==> src/rtl/seq_restoring_divider.sv <==
// Sequential radix-2 restoring divider: 2W-bit dividend / W-bit divisor -> W-bit quotient and remainder.
// One quotient bit per clock, valid/ready handshake on both sides, overflow and divide-by-zero flagged up front.
module seq_restoring_divider #(
  parameter int WIDTH = 8
) (
  input  logic               clk,
  input  logic               rst,
  input  logic               in_valid,
  output logic               in_ready,
  input  logic [2*WIDTH-1:0] dividend,
  input  logic [WIDTH-1:0]   divisor,
  output logic               out_valid,
  input  logic               out_ready,
  output logic [WIDTH-1:0]   quotient,
  output logic [WIDTH-1:0]   remainder,
  output logic               div_zero,
  output logic               overflow
);

  localparam int CW = $clog2(WIDTH + 1);

  typedef enum logic [1:0] {IDLE, CALC, DONE} state_t;

  state_t               state_q, state_d;
  logic [WIDTH-1:0]     rem_q, rem_d;
  logic [WIDTH-1:0]     quo_q, quo_d;
  logic [WIDTH-1:0]     dsr_q, dsr_d;
  logic [CW-1:0]        cnt_q, cnt_d;
  logic                 dz_q, dz_d;
  logic                 ovf_q, ovf_d;

  // One restoring iteration; the partial remainder stays below the divisor,
  // so only the shifted value needs the extra bit.
  function automatic logic [2*WIDTH-1:0] div_step(input logic [WIDTH-1:0] r,
                                                  input logic [WIDTH-1:0] q,
                                                  input logic [WIDTH-1:0] d);
    logic [WIDTH:0]   sh;
    logic [WIDTH-1:0] r_n;
    logic [WIDTH-1:0] q_n;
    sh  = {r, q[WIDTH-1]};
    q_n = q << 1;
    r_n = sh[WIDTH-1:0];
    if (sh >= {1'b0, d}) begin
      r_n    = sh[WIDTH-1:0] - d;
      q_n[0] = 1'b1;
    end
    return {r_n, q_n};
  endfunction

  always_comb begin
    state_d   = state_q;
    rem_d     = rem_q;
    quo_d     = quo_q;
    dsr_d     = dsr_q;
    cnt_d     = cnt_q;
    dz_d      = dz_q;
    ovf_d     = ovf_q;
    in_ready  = 1'b0;
    out_valid = 1'b0;
    case (state_q)
      IDLE: begin
        in_ready = 1'b1;
        if (in_valid) begin
          dsr_d = divisor;
          cnt_d = '0;
          if (divisor == '0 || dividend[2*WIDTH-1:WIDTH] >= divisor) begin
            quo_d   = '1;
            rem_d   = '0;
            dz_d    = (divisor == '0);
            ovf_d   = 1'b1;
            state_d = DONE;
          end else begin
            rem_d   = dividend[2*WIDTH-1:WIDTH];
            quo_d   = dividend[WIDTH-1:0];
            dz_d    = 1'b0;
            ovf_d   = 1'b0;
            state_d = CALC;
          end
        end
      end
      CALC: begin
        {rem_d, quo_d} = div_step(rem_q, quo_q, dsr_q);
        cnt_d = cnt_q + 1'b1;
        if (cnt_q == CW'(WIDTH - 1)) state_d = DONE;
      end
      DONE: begin
        out_valid = 1'b1;
        if (out_ready) state_d = IDLE;
      end
      default: state_d = IDLE;
    endcase
  end

  always_ff @(posedge clk or negedge rst) begin
    if (!rst) begin
      state_q <= IDLE;
      rem_q   <= '0;
      quo_q   <= '0;
      dsr_q   <= '0;
      cnt_q   <= '0;
      dz_q    <= 1'b0;
      ovf_q   <= 1'b0;
    end else begin
      state_q <= state_d;
      rem_q   <= rem_d;
      quo_q   <= quo_d;
      dsr_q   <= dsr_d;
      cnt_q   <= cnt_d;
      dz_q    <= dz_d;
      ovf_q   <= ovf_d;
    end
  end

  assign quotient  = quo_q;
  assign remainder = rem_q;
  assign div_zero  = dz_q;
  assign overflow  = ovf_q;

endmodule

==> config.mk <==
export PLATFORM = sky130hd
export DESIGN_NAME = seq_restoring_divider
export DESIGN_NICKNAME = d
export VERILOG_FILES = /design/src/rtl/seq_restoring_divider.sv
export SDC_FILE = /design/constraint.sdc
export NUM_CORES = 1
export LEC_CHECK = 0
export ABC_AREA = 1
export CORE_MARGIN = 2
export CORE_UTILIZATION = 56
export DETAILED_ROUTE_END_ITERATION = 6
export PLACE_DENSITY = 0.89
export RECOVER_POWER = 25
export SLEW_MARGIN = 0
export SYNTH_ARGS = -nofsm -noshare
export SYNTH_HDL_FRONTEND = slang
export SYNTH_SLANG_ARGS = --single-unit
==> constraint.sdc <==
create_clock -name clk -period 4.8 [get_ports clk]
set_input_delay 1.44 -clock clk [delete_from_list [all_inputs] [get_ports clk]]
set_output_delay 1.44 -clock clk [all_outputs]
set_load 0.01 [all_outputs]
Word level (Yosys, flattened, before mapping)
Index checks and enable logic that the tools add are counted.
{"block": "totals", "reg_bits": 32, "inputBits": 28, "out_inout_bits": 20, "word_cells": 43}
{"block": "op_classes", "add_sub_neg": 2, "n_lt_le_gt_ge": 2, "eq_ne": 6, "n_mux": 19, "n_reduce_logical": 7}
{"cell": "8-bit two-way mux", "count": 5}
{"cell": "8-bit one-hot mux with 2 select lines", "count": 2}
{"cell": "9-bit by 8-bit >= comparator with 1-bit output", "count": 1}
{"cell": "8-bit >= comparator", "count": 1}
{"cell": "8-bit zero test", "count": 1}
{"cell": "2-bit two-way mux", "count": 4}
{"cell": "4-bit one-hot mux with 2 select lines", "count": 1}
{"cell": "8-bit subtractor", "count": 1}
{"cell": "2-bit inequality test (second input constant)", "count": 3}
{"cell": "2-bit one-hot mux with 3 select lines", "count": 1}
{"cell": "1-bit two-way mux", "count": 5}
{"cell": "4-bit by 1-bit adder with 4-bit output (second input constant)", "count": 1}
{"cell": "4-bit by 3-bit == test with 1-bit output (second input constant)", "count": 1}
{"cell": "4-bit two-way mux", "count": 1}
{"cell": "2-bit AND reduction", "count": 2}
{"cell": "3-bit AND reduction", "count": 1}
{"cell": "2-bit by 1-bit == test with 1-bit output (second input constant)", "count": 1}
{"cell": "2-bit == test (second input constant)", "count": 1}
{"cell": "2-bit zero test", "count": 1}
{"cell": "2-bit nonzero test", "count": 1}
{"cell": "1-bit logical OR", "count": 1}

Depth between registers and ports, before layout
Gate-level depths: netlist of run 1.
{"block": "depth", "depth_word": 5, "depth_mapped": 14, "ltp_nobuf": 14}

Least setup slack after synthesis of run 1
No wires, ideal clock.
{"block": "synth_timing", "path_type": "input port to flip-flop", "from": "input divisor[7]", "to": "register quo_q[3], in the netlist quotient[3]", "setup_ns": 0.123, "arrival_ns": 2.553, "t_required_ns": 4.677, "setup_slack_ns": 2.124, "stages": 8, "path_buffers": 0, "path_cell_list": "inv_1 > ha_1 > a21oi_1 > o21ai_1 > a21oi_4 > nand3_4 > o21ai_1 > o21ai_1"}
{"block": "synth_via", "elab_chain_len": 5, "elab_cells_between_ends": 6, "classes_between": "order compare (1); mux (3); reduce/logical (2)"}
{"element": "start, declared", "line": "11", "text": "input logic [WIDTH-1:0] divisor,"}
{"element": "8-bit >= comparator / 8-bit zero test (equally long branches)", "line": "66", "text": "if (divisor == '0 || dividend[2*WIDTH-1:WIDTH] >= divisor) begin"}
{"element": "1-bit logical OR (*)", "line": "66"}
{"element": "8-bit two-way mux (*)", "line": "66"}
{"element": "8-bit two-way mux (*)", "line": "63", "text": "if (in_valid) begin"}
{"element": "8-bit one-hot mux with 2 select lines (*)", "line": "60", "text": "case (state_q)"}
{"element": "end signal, assigned", "line": "106", "text": "quo_q <= quo_d;"}
{"element": "end, declared", "line": "26", "text": "logic [WIDTH-1:0] quo_q, quo_d;"}
Every way passes the cells marked *; elsewhere a longest branch is shown, timed or not. The select of a mux whose other input is x is not followed.
A chain may end at the register's enable or synchronous reset.

Final worst setup path of run 1
{"block": "layout_timing", "from": "input in_valid", "to": "register quo_q[4], in the netlist quotient[4]"}
{"block": "layout_via", "elab_chain_len": 2}
{"element": "start, declared", "line": "8", "text": "input logic in_valid,"}
{"element": "2-bit inequality test (no line)"}
{"element": "2-bit AND reduction (no line)"}
Every way passes these cells.

==> results of run 1 <==
-- state kept, by name, summed over array words and instances, names as in the netlist --
signal	flops
cnt_q	4
div_zero	1
dsr_q	8
overflow	1
quotient	8
remainder	8
state_q	2
-- worst max-delay path, cell delays in order --
cell	delay, ns
clkdlybuf4s50_1	0.47
nand2_2	0.22
nand2_1	0.63
inv_2	0.33
a21oi_1	0.20
o21ai_1	0.08
o21ai_1	0.07
-- power groups by stage --
| stage | registers, W | logic (W) | clock network [W] |
|---|---|---|---|
| 2_1_floorplan | 0.000507 | 0.000983 | 0 |
| 6_report | 0.000510 | 0.00135 | 0.000272 |
| 3_5_place_dp | 0.000512 | 0.00132 | 0 |
| 5_1_grt | 0.000528 | 0.00149 | 0.000285 |
| 4_1_cts | 0.000509 | 0.00134 | 0.000273 |
| 3_3_place_gp | 0.000503 | 0.00128 | 0 |
-- Yosys cell counts (all sizes together) --
master	count
nor2	25
nor4	2
nand3b	7
a22o	1
buf	5
clkbuf	4
nand3	17
nand2	89
nand4	11
o21bai	1
or2	9
xor2	3
mux2i	1
nor3	2
a21oi	15
o21ai	29
fa	1
mux2	1
ha	17
dfrtp	32
inv	47
-- per-layer routing --
metal  wire length [um]  up-vias  share of wire [%]
met5                  0        -                  0
met4                112        0                1.9
met3                350       12                6.1
met2               2789       81                 48
met1               2515     1055                 44
li1                   -     1129                  -
-- per-stage QoR --
step	instance area (sq um)	setup slack (ns)	power (W)	hold WS, ns
2_1_floorplan	2404	2.124	0.001490	0.4402
6_report	2982	1.553	0.002128	0.4784
3_5_place_dp	2870	1.298	0.001835	0.4714
3_3_place_gp	2870	1.376	0.001784	0.4582
4_1_cts	2985	1.606	0.002118	0.4816
5_1_grt	2982	1.292	0.002306	0.5050
-- final timing paths --
| kind | start | to | cells after the start |
|---|---|---|---|
| max in group asynchronous | rst | remainder[3] | 2 |
| min in group asynchronous | rst | div_zero | 2 |
| worst max-delay path | in_valid | quotient[4] | 7 |
| worst max register to register | state_q[0] | quotient[4] | 7 |
| worst min register to register | cnt_q[3] | cnt_q[3] | 1 |
| worst min-delay path | cnt_q[3] | cnt_q[3] | 1 |
-- kinds of logic (layout without fill, tap and decap cells) --
family | count (synthesis) | after routing
mux | 2 | 2
buf+inv | 56 | 104
simple gates | 162 | 162
compound gates | 46 | 46
xor+xnor | 3 | 3
fa+ha+maj | 18 | 18
flops | 32 | 32
-- layout make-up --
class | instances | area [sq um]
inverter | 47 | 176.4
timing repair buffer | 49 | 481.7
tap | 50 | 62.56
fill | 326 | 1076
multi-input combinational | 231 | 1345
clock inverter | 3 | 46.29
sequential | 32 | 800.8
clock buffer | 5 | 68.82
==> run metrics, run 1 <==
outcome finished with violations; failing checks capacitance limit, slew limit; Int Power 0.001110 W; sequential-to-total area share from yosys stat 33.32%; die width 69.52 um; number of global-route vias before repair 2216; Syn Nets 365; Gate Count Post-Synth 319; Die Ht 69.52 um; post-placement cell count 409; H-tree level count 2; TNS Setup 0 ns; register bit total from synthesis 32; Cell Area, Synth 2404 sq um; Top Ports 48; total gr overflow 0; PwrDens 713.6 nW/um^2; GRT Overall Usage 25.06%; CTS root buffer clkbuf_8; final clock skew 0.004467 ns; DP HPWL 4296 um; drt total wl 5767 um; register share of total power 24.0%; commonest cells after routing, fill and taps aside 82 x nand2_1, 46 x clkdlybuf4s50_1, 42 x inv_1; Layout Nets 412; Syn Area/Cell 7.535 sq um; Synth Warn # 0; sw frac 47.81%; post-DR wirelength/cell 13.83 um; Tightest Pin Transition 1.720 ns; simple-gate area share of the yosys netlist 33.99%; flop-to-flop setup slack 2.45 ns; clock tree from TritonCTS done; IO buf count 47; area leader, netlist dfrtp_1; Starting Density 59.24%; # Post-CTS Setup Buffers 0; clock power share 12.8%; routed via count 2277; RSZ-0062 raised after global routing false; Static Leak 1.519 nW; largest family of logic cells by synthesized area simple AND/OR/NAND/NOR gates; drt pass-1 iters 5; layer with the highest usage met2; first-pass GRT wire length 9901 um; Compound-Gate Fraction of Synth Area 10.31%; Setup CP Type primary input to register; Hold Path Class register to register; Crit. End Element register; Startpoint Class primary input; Logic pwr share 63.2%; final non-filler cell total 417; final worst-path cycle share 67.66%; multiplexer area fraction after synthesis 0.8850%; largest net degree at the start of global routing 33; CTS Buf Count 5; Max VDD drop 0.3266 mV; XOR/XNOR share of the synthesized area 1.093%; clk_lat worst skew 0.29 ns; MaxCap Viol Count 1; Core Area 4058 sq um; RD Place Congestion 0.8900; Critical Path AT 3.46 ns; antenna violations before repair 0; minimum clock period 3.247 ns; full die area 4832 sq um; Global Route met1 Usage 32.37%; Syn-to-layout area delta 24.05%; final setup vio count 0; commonest non-fill, non-tap cell in the layout nand2_1; via-per-instance ratio 5.460; Netlist cell types 36; drt drc 0; Slew Limit Fails 33; max_slew headroom -14.69%; Initial DRC Count 208; switching power 0.001017 W; Worst Path Max Fanout 22; # rows 23; fmax 307.9 MHz; ant diodes 0; hold buffers post-CTS 0; Post-CTS Resized 0; met2 Use GR 41.99%; most area-consuming cells after synthesis dfrtp_1 33%, nand2_1 13%, ha_1 8.8%; final hold viol count 0; Final ANT Viol Nets 0; adder-cell area share of the yosys netlist 9.682%; CTS sink cnt 32; clk buf depth 2; met3 GRT Util 4.506%; share of layout cells above drive strength 1 11.44%; clock transition at the registers of the reported paths 0.07 ns; final core utilization 73.48%; Synth top area share 33.32%; worst path required time 5.01 ns
(Power assumes the default switching activity.)
==> run 2, diff against run 1 <==
CORE_UTILIZATION = 47   (was 56)
PLACE_DENSITY = 0.8   (was 0.89)
clock period = 2.9 ns   (was 4.8 ns; I/O delays follow)
==> run metrics, run 2 (synthesis gave the netlist of run 1 again) <==
outcome finished, final reports clean (was finished with violations); MaxCap Viol Count 0 (was 1); number of global-route vias before repair 2094 (was 2216); Die Ht 75.51 um (was 69.52 um); clk buf depth 2 (unchanged); # Post-CTS Setup Buffers 0 (unchanged); Worst Path Max Fanout 10 (was 22); Core Area 5010 sq um (was 4058 sq um); routed via count 2165 (was 2277); RD Place Congestion 0.8562 (was 0.8900); commonest non-fill, non-tap cell in the layout nand2_1 (unchanged); Tightest Pin Transition 0.8076 ns (was 1.720 ns); drt pass-1 iters 4 (was 5); final non-filler cell total 439 (was 417); final clock skew 0.007423 ns (was 0.004467 ns); largest net degree at the start of global routing 33 (unchanged); post-DR wirelength/cell 12.23 um (was 13.83 um); drt drc 0 (unchanged); drt total wl 5369 um (was 5767 um); Syn-to-layout area delta 24.88% (was 24.05%); CTS sink cnt 32 (unchanged); worst path required time 3.06 ns (was 5.01 ns); area of the multi-input gates 1345 sq um (unchanged); GRT Overall Usage 20.54% (was 25.06%); Crit. End Element register (unchanged); hold buffers post-CTS 0 (unchanged); Starting Density 47.98% (was 59.24%); DP HPWL 4087 um (was 4296 um); final hold viol count 0 (unchanged); Setup CP Type primary input to register (unchanged); antenna violations before repair 0 (unchanged); share of layout cells above drive strength 1 11.92% (was 11.44%); Max VDD drop 0.4685 mV (was 0.3266 mV); commonest cells after routing, fill and taps aside 82 x nand2_1, 46 x clkdlybuf4s50_1, 42 x inv_1 (unchanged); max_slew headroom 46.16% (was -14.69%); clock transition at the registers of the reported paths 0.07 ns (about the same); IO buf count 47 (unchanged); Post-CTS Resized 0 (unchanged); Static Leak 1.521 nW (was 1.519 nW); first-pass GRT wire length 9080 um (was 9901 um); Top Ports 48 (unchanged); clk_lat worst skew 0.28 ns (was 0.29 ns); full die area 5702 sq um (was 4832 sq um); Layout Nets 414 (was 412); post-placement cell count 431 (was 409); final setup vio count 0 (unchanged); Final ANT Viol Nets 0 (unchanged); Initial DRC Count 132 (was 208); die width 75.51 um (was 69.52 um); Critical Path Start divisor[1] (was in_valid); total gr overflow 0 (unchanged); minimum clock period 2.556 ns; Fill cells 471 (was 326); fmax 391.2 MHz; worst reg2reg startpoint remainder[5] (was state_q[0]); Hold Path Class register to register (unchanged); Critical Path AT 2.72 ns (was 3.46 ns); Slew Limit Fails 0 (was 33); H-tree level count 2 (unchanged); final core utilization 59.92% (was 73.48%); Worst Hold Launch cnt_q[3] (unchanged); TNS Setup 0 ns (unchanged); ant diodes 0 (unchanged); via-per-instance ratio 4.932 (was 5.460); # rows 26 (was 23); clock tree from TritonCTS done (unchanged); PwrDens 1136 nW/um^2 (was 713.6 nW/um^2); Reg area 800.8 sq um (unchanged); Startpoint Class primary input (unchanged); CTS root buffer clkbuf_8 (unchanged); final worst-path cycle share 88.15%; RSZ-0062 raised after global routing false (unchanged); CTS Buf Count 5 (unchanged)
-- run 2: worst paths after layout --
check,to,slack (ns),cells past startpoint
worst min-delay path,cnt_q[3],0.48,1
min in group asynchronous,overflow,1.20,2
worst max-delay path,quotient[3],0.34,11
worst max register to register,remainder[1],0.99,12
max in group asynchronous,remainder[2],1.19,2
worst min register to register,cnt_q[3],0.48,1
-- run 2: final cells by class --
class                      count  share of cell area [%]
timing repair buffer          51                   16.59
tap                           70                   2.918
clock inverter                 1                  0.2501
sequential                    32                   26.68
inverter                      47                   5.877
multi-input combinational    231                   44.81
clock buffer                   7                   2.876
-- run 2: per-stage QoR --
stage	setup slack, ns	hold slack [ns]	power, W	cell area, sq um
6_report	0.3437	0.4750	0.003409	3002
3_5_place_dp	0.06668	0.4706	0.003051	2910
4_1_cts	0.3677	0.4811	0.003435	3004
2_1_floorplan	0.7939	0.4402	0.002466	2404
5_1_grt	0.2241	0.5209	0.003768	3002
3_3_place_gp	0.1396	0.4620	0.002996	2910
-- run 2: worst max-delay path, cell delays in order --
cell and delay (ns):
clkdlybuf4s50_1 0.49, inv_1 0.06, ha_1 0.30, inv_1 0.06, o21bai_1 0.06, nand2_1 0.06, nand2_1 0.08, a21oi_4 0.28
nand3_4 0.19, o21ai_1 0.17, o21ai_1 0.08
-- run 2: routing by layer --
layer / part of all wire, % / track usage, % / wire length, um / vias up
li1: - / - / - / 1124
met1: 46 / 27.30 / 2479 / 983
met2: 49 / 34.78 / 2606 / 52
met3: 4.0 / 3.704 / 214 / 6
met4: 1.3 / 5.068 / 69 / 0
met5: 0 / 0 / 0 / -
-- run 2: where the power goes --
part	total (W)	switching [W]	internal, W
combinational	0.00221	0.00127	0.000940
sequential	0.000833	0.000178	0.000655
clock	0.000364	0.000171	0.000193
